### src/rtl/alu_issue_stage.sv
// rtl/alu_issue_stage.sv - two-stage RISC-V ALU issue pipeline (decode/operands, then captured result)
// Optional branch support: define ALU_ISSUE_BRANCH_EN.
module alu_issue_stage (
  input  logic        clk,
  input  logic        rst,
  input  logic        in_valid_i,
  output logic        in_ready_o,
  input  logic [6:0]  opcode_i,
  input  logic [2:0]  funct3_i,
  input  logic [6:0]  funct7_i,
  input  logic [31:0] rs1_i,
  input  logic [31:0] rs2_i,
  input  logic [31:0] imm_i,
  output logic [3:0]  ALU_OP_o,
  output logic [31:0] ALU_RS1_o,
  output logic [31:0] ALU_RS2_o,
  input  logic [31:0] ALU_RD_i,
  input  logic        ALU_ZR_i,
  output logic        out_valid_o,
  input  logic        out_ready_i,
  output logic [31:0] result_o,
  output logic        branch_taken_o,
  output logic        illegal_o
);

  localparam logic [3:0] OP_AND = 4'b0000, OP_OR  = 4'b0001, OP_SUM = 4'b0010;
  localparam logic [3:0] OP_SLL = 4'b0100, OP_SRL = 4'b0101, OP_SRA = 4'b0111;
  localparam logic [3:0] OP_XOR = 4'b1000, OP_SUB = 4'b1010;
  localparam logic [3:0] OP_SLT = 4'b1110, OP_SLTU = 4'b1111;

  localparam logic [6:0] OPC_R = 7'b0110011, OPC_I = 7'b0010011;
  localparam logic [6:0] OPC_LOAD = 7'b0000011, OPC_STORE = 7'b0100011;

  logic        r_valid_a, r_illegal_a;
  logic [3:0]  r_op_a;
  logic [31:0] r_rs1_a, r_rs2_a;
  logic        r_valid_b, r_illegal_b, r_taken_b;
  logic [31:0] r_result_b;

  logic        w_adv_a, w_accept, w_alt;
  logic [3:0]  w_op;
  logic        w_use_imm, w_illegal;
  logic        w_taken_a;

  assign w_alt      = (funct7_i == 7'b0100000);
  assign w_adv_a    = r_valid_a && (!r_valid_b || out_ready_i);
  assign in_ready_o = !r_valid_a || w_adv_a;
  assign w_accept   = in_valid_i && in_ready_o;

`ifdef ALU_ISSUE_BRANCH_EN
  localparam logic [6:0] OPC_BRANCH = 7'b1100011;
  logic w_is_branch, r_is_branch_a, r_br_inv_a;
  // BNE/BLT/BLTU are taken when the zero flag is clear; the others when it is set.
  assign w_taken_a = r_is_branch_a && !r_illegal_a && (ALU_ZR_i ^ r_br_inv_a);
`else
  logic w_unused_zr;
  assign w_unused_zr = ALU_ZR_i;
  assign w_taken_a   = 1'b0;
`endif

  always_comb begin
    w_op      = OP_AND;
    w_use_imm = 1'b0;
    w_illegal = 1'b0;
`ifdef ALU_ISSUE_BRANCH_EN
    w_is_branch = 1'b0;
`endif
    case (opcode_i)
      OPC_R, OPC_I: begin
        w_use_imm = (opcode_i == OPC_I);
        if (!w_use_imm)
          w_illegal = !((funct7_i == 7'd0) || w_alt) ||
                      (w_alt && (funct3_i != 3'b000) && (funct3_i != 3'b101));
        else if (funct3_i == 3'b001)
          w_illegal = (funct7_i != 7'd0);
        else if (funct3_i == 3'b101)
          w_illegal = !((funct7_i == 7'd0) || w_alt);
        case (funct3_i)
          3'b000:  w_op = (w_alt && !w_use_imm) ? OP_SUB : OP_SUM;
          3'b001:  w_op = OP_SLL;
          3'b010:  w_op = OP_SLT;
          3'b011:  w_op = OP_SLTU;
          3'b100:  w_op = OP_XOR;
          3'b101:  w_op = w_alt ? OP_SRA : OP_SRL;
          3'b110:  w_op = OP_OR;
          default: w_op = OP_AND;
        endcase
      end
      OPC_LOAD, OPC_STORE: begin
        w_op      = OP_SUM;
        w_use_imm = 1'b1;
      end
`ifdef ALU_ISSUE_BRANCH_EN
      OPC_BRANCH: begin
        w_is_branch = 1'b1;
        case (funct3_i)
          3'b000, 3'b001: w_op = OP_SUB;
          3'b100, 3'b101: w_op = OP_SLT;
          3'b110, 3'b111: w_op = OP_SLTU;
          default:        w_illegal = 1'b1;
        endcase
      end
`endif
      default: w_illegal = 1'b1;
    endcase
  end

  always_ff @(posedge clk) begin
    if (rst) begin
      r_valid_a   <= 1'b0;
      r_illegal_a <= 1'b0;
      r_op_a      <= 4'd0;
      r_rs1_a     <= 32'd0;
      r_rs2_a     <= 32'd0;
`ifdef ALU_ISSUE_BRANCH_EN
      r_is_branch_a <= 1'b0;
      r_br_inv_a    <= 1'b0;
`endif
    end else if (w_accept) begin
      // Illegal entries carry zeroed operands so the ALU sees an idle AND.
      r_valid_a   <= 1'b1;
      r_illegal_a <= w_illegal;
      r_op_a      <= w_illegal ? OP_AND : w_op;
      r_rs1_a     <= w_illegal ? 32'd0 : rs1_i;
      r_rs2_a     <= w_illegal ? 32'd0 : (w_use_imm ? imm_i : rs2_i);
`ifdef ALU_ISSUE_BRANCH_EN
      r_is_branch_a <= w_is_branch;
      r_br_inv_a    <= funct3_i[2] ^ funct3_i[0];
`endif
    end else if (w_adv_a) begin
      r_valid_a <= 1'b0;
    end
  end

  always_ff @(posedge clk) begin
    if (rst) begin
      r_valid_b   <= 1'b0;
      r_illegal_b <= 1'b0;
      r_taken_b   <= 1'b0;
      r_result_b  <= 32'd0;
    end else if (w_adv_a) begin
      r_valid_b   <= 1'b1;
      r_illegal_b <= r_illegal_a;
      r_taken_b   <= w_taken_a;
`ifdef ALU_ISSUE_BRANCH_EN
      r_result_b  <= (r_illegal_a || r_is_branch_a) ? 32'd0 : ALU_RD_i;
`else
      r_result_b  <= r_illegal_a ? 32'd0 : ALU_RD_i;
`endif
    end else if (out_ready_i) begin
      r_valid_b <= 1'b0;
    end
  end

  assign ALU_OP_o       = r_valid_a ? r_op_a  : 4'd0;
  assign ALU_RS1_o      = r_valid_a ? r_rs1_a : 32'd0;
  assign ALU_RS2_o      = r_valid_a ? r_rs2_a : 32'd0;
  assign out_valid_o    = r_valid_b;
  assign result_o       = r_result_b;
  assign branch_taken_o = r_taken_b;
  assign illegal_o      = r_illegal_b;

endmodule

### config.mk
export PLATFORM = sky130hd
export DESIGN_NAME = alu_issue_stage
export DESIGN_NICKNAME = d
export VERILOG_FILES = /design/src/rtl/alu_issue_stage.sv
export SDC_FILE = /design/constraint.sdc
export NUM_CORES = 1
export LEC_CHECK = 0
export CORE_MARGIN = 1
export CORE_UTILIZATION = 35
export CTS_BUF_LIST = sky130_fd_sc_hd__clkbuf_4
export CTS_CLUSTER_DIAMETER = 30
export DETAILED_ROUTE_END_ITERATION = 10
export HOLD_SLACK_MARGIN = 0.12
export PLACE_DENSITY = 0.76
export SLEW_MARGIN = 20
export SYNTH_ARGS = -nofsm -noshare
export SYNTH_HDL_FRONTEND = slang
export SYNTH_SLANG_ARGS = --single-unit
### constraint.sdc
create_clock -name clk -period 1.4 [get_ports clk]
set_input_delay 0.28 -clock clk [delete_from_list [all_inputs] [get_ports clk]]
set_output_delay 0.28 -clock clk [all_outputs]
set_load 0.01 [all_outputs]
# Word-level counts from Yosys, hierarchy flattened
# Index checks and enable logic that the tools add are counted.
[classes]
n_eq_ne = 12
muxes = 21
n_reduce_logical = 21
[ops]
columns = ["operator", "count"]
rows = [
  ["$mux 32", 6],
  ["$pmux 4 s7", 1],
  ["$eq 7x6->1 const B", 3],
  ["$mux 4", 3],
  ["$eq 3x3->1 const B", 3],
  ["$pmux 4 s2", 1],
  ["$eq 7x2->1 const B", 1],
  ["$eq 7x5->1 const B", 1],
  ["$logic_not 7->1", 1],
  ["$mux 1", 7],
  ["$reduce_bool 7->1", 1],
  ["$eq 3x2->1 const B", 2],
  ["$logic_and 1x1->1", 5],
  ["$logic_not 1->1", 4],
  ["$logic_or 1x1->1", 4],
  ["$pmux 1 s2", 2],
  ["$reduce_bool 2->1", 2],
  ["$reduce_or 2->1", 2],
  ["$eq 3x1->1 const B", 1],
  ["$logic_not 3->1", 1],
  ["$ne 3x3->1 const B", 1],
  ["$reduce_bool 3->1", 1],
  ["$mux 2", 1],
]
[totals]
ff_bits = 104
wordCells = 62

# Longest topological paths before layout
[depth]
word_depth = 8
mapped_depth = 8
depth_no_buf = 5

# Least setup slack after synthesis
# OpenSTA, ideal clock, no wires.
[synth_path]
path_kind = "input port to flip-flop"
start = "in opcode_i[2]"
end = "reg r_rs2_a[0]"
setup_ns = 0.087
t_arrival_ns = 1.456
setup_slack_ns = -0.143
stages = 6
path_buffers = 2
path_cell_list = "nand4bb_1 a211o_1 buf_2 buf_2 mux2i_1 o31ai_1"
[synth_between]
elab_chain_cells = 5
word_cells_on_any_way = 11
[synth_rtl]
columns = ["element", "line", "text"]
rows = [
  ["start, declared", "8", "input logic [6:0] opcode_i,"],
  ["$eq 7x2->1 (tied with other cells)", "68", "case (opcode_i)"],
  ["$reduce_or 2->1", "68", ""],
  ["$pmux 1 s2", "68", ""],
  ["$mux 32", "125", "r_rs2_a <= w_illegal ? 32'd0 : (w_use_imm ? imm_i : rs2_i);"],
  ["$mux 32 (*)", "125", ""],
  ["end signal, assigned", "125", ""],
  ["end, declared", "36", "logic [31:0] r_rs1_a, r_rs2_a;"],
]
# Mark *: on every way between the ends. The rest lies on a longest branch, timed or not.
# A chain may end at the register's enable or synchronous reset.

# Worst setup path after layout
[layout_path]
start = "reg r_valid_a"
end = "reg r_rs2_a[30]"
[layout_between]
elab_chain_cells = 3
word_cells_on_any_way = 4
[layout_rtl]
columns = ["element", "line", "text"]
rows = [
  ["start, declared", "34", "logic r_valid_a, r_illegal_a;"],
  ["start signal, assigned", "110", "r_valid_a <= 1'b0;"],
  ["start signal, assigned", "121", "r_valid_a <= 1'b1;"],
  ["start signal, assigned", "131", "r_valid_a <= 1'b0;"],
  ["$logic_not 1->1 or $logic_and 1x1->1 (tied branches)", "47, 46", ""],
  ["$logic_or 1x1->1 (*)", "47", "assign in_ready_o = !r_valid_a || w_adv_a;"],
  ["$logic_and 1x1->1 (*)", "48", "assign w_accept = in_valid_i && in_ready_o;"],
]
# Marks and branches as above.

==> insert_results.sql <==
INSERT INTO impl_metrics (metric_group, metric, value, unit) VALUES
('outcome', 'status', 'finished with violations', ''),
('outcome', 'failed_checks', 'negative setup slack', ''),
('finish', 'multi_input_area', '2570', 'sq um'),
('finish', 'post-route-util', '64.0', '%'),
('sta', 'rsz_0062_raised_after_global_routing', 'true', ''),
('finish', 'layout.area.seq', '2110', 'sq um'),
('sta', 'finalWorstPathRequiredPeriod', '1.72', 'ns'),
('finish', 'most-common-layout-cells', 'clkdlybuf4s50_1, dfxtp_1, nand2_1', ''),
('grt', 'grt_start_max_net_pins', '35', ''),
('grt', 'grt_use_total', '22.1', '%'),
('worst_setup_path', 'startpoint_type', 'flop', ''),
('run', 'maxCapViolCount', '0', ''),
('clock_network', 'tritoncts.num_buffers', '9', ''),
('drt', 'viasPerCell', '5.01', ''),
('worst_setup_path', 'worstSetupEndpointType', 'flop', ''),
('finish', 'layout_commonest_cell', 'clkdlybuf4s50_1', ''),
('floorplan', 'top_level_ports', '254', ''),
('drt', 'vias', '4744', ''),
('sta', 'final_max_slew_viol_count', '0', ''),
('power', 'power.static_leakage', '0.00348', 'uW'),
('drt', 'drt-wirelength-per-cell', '17.1', 'um'),
('synth', 'netlist_area', '4670', 'sq um'),
('sta', 'endpoints_failing_setup', '170', ''),
('clock_network', 'cts.reportedPaths.clkPinSlew', '0.17', 'ns'),
('power', 'total_power', '5930', 'uW'),
('finish', 'num-nets-final', '919', ''),
('floorplan', 'die_height', '118', 'um'),
('synth', 'post_synth_xor_area_fraction', '0.375', '%'),
('drt', 'detail_route.drc_violations', '0', ''),
('finish', 'fill_cells', '1036', ''),
('floorplan', 'core-area', '12800', 'sq um'),
('power', 'ir_worst_vdd', '0.362', 'mV'),
('worst_setup_path', 'critPathKind', 'reg2reg', ''),
('synth', 'postSynthCellCount', '499', ''),
('finish', 'syn_to_final_growth', '75.6', '%'),
('placement', 'port-buffer-count', '251', ''),
('grt', 'antenna_found_initial', '0', ''),
('sta', 'timing_worst_slew_pin_value', '0.562', 'ns'),
('synth', 'yosys-mux-area-fraction', '6.85', '%'),
('hold_path', 'worst_hold_path_type', 'in2reg', ''),
('grt', 'grt_pass1_wl', '24400', 'um'),
('sta', 'totalNegativeSetupSlack', '-40.60', 'ns'),
('worst_setup_path', 'worst-path-max-fanout', '32', ''),
('sta', 'final_critical_path_setup_slack', '-0.317', 'ns'),
('synth', 'count_of_state_elements_after_synthesis', '104', ''),
('clock_network', 'htree_num_levels', '3', ''),
('clock_network', 'clock_latency', '0.44', 'ns'),
('synth', 'synth.net_count', '649', ''),
('placement', 'dp_hpwl', '10400', 'um'),
('grt', 'grt-ovfl-total', '0', ''),
('floorplan', 'fp.dieArea', '13800', 'sq um'),
('finish', 'antenna-diode-count', '0', ''),
('clock_network', 'cts_root_buf', 'clkbuf_4', ''),
('synth', 'synthDistinctLibCells', '37', ''),
('drt', 'detail_route.wirelength', '16200', 'um'),
('synth', 'synth-adder-area-share', '0', '%'),
('placement', 'dp_slack', '-0.905', 'ns'),
('sta', 'fin_worst_skew', '0.0125', 'ns'),
('worst_setup_path', 'critical_path_required', '1.76', 'ns'),
('power', 'pwr_density_cell', '722', 'nW/um^2'),
('sta', 'slew_headroom', '62.4', '%'),
('floorplan', 'row_count', '41', ''),
('synth', 'yosys_warnings', '0', ''),
('finish', 'fraction_of_final_layout_cells_with_drive_strength_greater_than_1', '32.0', '%'),
('clock_network', 'num_clock_sinks', '104', ''),
('drt', 'drt_iter0_drc', '283', ''),
('grt', 'vias_in_the_first_global_route', '4785', ''),
('drt', 'dr.pass1.iters', '4', ''),
('drt', 'drt.antenna.violating_nets', '0', ''),
('clock_network', 'cts.path.max_buffers', '2', ''),
('synth', 'seq_area_frac_synth', '44.5', '%'),
('synth', 'post_synth.cell_area_avg', '9.37', 'sq um'),
('worst_setup_path', 'worst-endpoint-arrival', '2.08', 'ns'),
('sta', 'finalHoldWorstSlack', '0.293', 'ns'),
('sta', 'min_period_over_period', '123', '%'),
('clock_network', 'tritoncts', 'built', ''),
('synth', 'area_share_of_and_or_nand_nor_cells_after_synthesis', '23.2', '%'),
('floorplan', 'die_width', '118', 'um'),
('placement', 'globalplace.congestion', '0.756', ''),
('floorplan', 'floorplan.initialDensity', '36.4', '%'),
('sta', 'fmax', '0.582', 'GHz'),
('sta', 'final-hold-violation-count', '0', ''),
('synth', 'synth_top_family_by_area', 'simple AND/OR/NAND/NOR gates', ''),
('synth', 'synth_compound_area_share', '18.9', '%');
[logic make-up (layout without fill, tap and decap cells)]
logic type | Yosys count | in the layout
AOI/OAI and AO/OA | 116 | 117
xor gates and xnor gates | 2 | 2
buffers and inverters | 53 | 327
DFF | 104 | 104
muxes | 32 | 32
other | 1 | 1
and+or+nand+nor | 191 | 191
[cell usage after synthesis]
| library cell | count | share of area (%) |
|---|---|---|
| dfxtp_1 | 104 | 45 |
| nand2_1 | 73 | 5.9 |
| and2_1 | 69 | 9.2 |
| a21oi_1 | 39 | 4.2 |
| a32o_1 | 33 | 7.1 |
| mux2i_1 | 32 | 6.9 |
| nand3b_1 | 32 | 5.1 |
| o31ai_1 | 32 | 5.1 |
| clkbuf_1 | 24 | 1.9 |
| buf_2 | 13 | 1.4 |
| buf_6 | 7 | 1.7 |
| buf_4 | 5 | 0.80 |
| inv_1 | 4 | 0.32 |
| nor3b_1 | 3 | 0.48 |
| o21ai_0 | 3 | 0.32 |
| nand2b_1 | 2 | 0.27 |
| nand4_1 | 2 | 0.27 |
| nor2_1 | 2 | 0.16 |
| xor2_1 | 2 | 0.37 |
| a211o_1 | 1 | 0.19 |
| a211oi_2 | 1 | 0.27 |
| a21bo_1 | 1 | 0.21 |
| a21boi_2 | 1 | 0.24 |
| a21oi_2 | 1 | 0.19 |
| and2b_4 | 1 | 0.21 |
| and3b_4 | 1 | 0.27 |
| conb_1 | 1 | 0.080 |
| nand4bb_1 | 1 | 0.24 |
| nor2b_1 | 1 | 0.13 |
| nor3_1 | 1 | 0.11 |
| nor4_1 | 1 | 0.13 |
| nor4_4 | 1 | 0.46 |
| nor4b_1 | 1 | 0.19 |
| o221ai_1 | 1 | 0.19 |
| o221ai_2 | 1 | 0.32 |
| o2bb2ai_2 | 1 | 0.32 |
| o41a_1 | 1 | 0.24 |
[timing repair]
item,in CTS,in global routing
hold buffers,0,0
cloned,12,3
pin swaps,5,13
hold endpoints to repair,0,0
buffers inserted,8,4
resized for setup,413,78
setup endpoints to repair,185,201
[final cells by class]
cell class | count | area share (%)
clock inverter | 7 | 0.976
tap | 172 | 2.62
inverter | 4 | 0.183
timing repair buffer | 307 | 38.3
clock buffer | 9 | 0.823
multi-input combinational | 343 | 31.3
sequential | 104 | 25.8
[worst max-delay path: stages, from the launching register on]
cell and delay, ns:
dfxtp_4 0.39, buf_8 0.14, and3b_4 0.19, buf_6 0.12, nor4_4 0.18, nand2b_1 0.15
buf_12 0.20, o31ai_1 0.25
[flip-flops by register name, indices dropped and copies added, names as in the netlist]
name         count
r_valid_a        1
out_valid_o      1
r_rs1_a         32
illegal_o        1
r_illegal_a      1
r_rs2_a         32
r_op_a           4
result_o        32
[per-layer routing]
metal  vias to the layer above  wire [um]  GRT usage, %  share of wire [%]
li1                       2311          -             -                  -
met1                      2224       6570          24.9                 41
met2                       183       8140          39.7                 50
met3                        26       1070          5.14                6.6
met4                         0        436          9.21                2.7
met5                         -          0             0                  0
[power breakdown]
part           switching, uW  internal [uW]  total [uW]  leakage (uW)
Combinational            497            778        1280       0.00255
Clock                   1040            568        1610     0.0000784
Sequential              28.3           3020        3050      0.000852
[per-stage QoR]
stage          cells  cell area [sq um]
2_1_floorplan    499               4750
3_3_place_gp     904               7520
3_5_place_dp     904               7520
4_1_cts          940               7970
5_1_grt          946               8210
6_report         946               8210
[path summary, 6_finish.rpt]
check | start | endpoint | slack [ns] | cells past startpoint
hold reg to reg | r_op_a[2] | r_op_a[2] | 0.46 | 2
hold / removal | funct3_i[1] | r_op_a[2] | 0.29 | 4
setup reg to reg | r_valid_a | r_rs2_a[30] | -0.32 | 7
setup / recovery | r_valid_a | r_rs2_a[30] | -0.32 | 7
No activity file was read; power rests on OpenSTA's default activity.
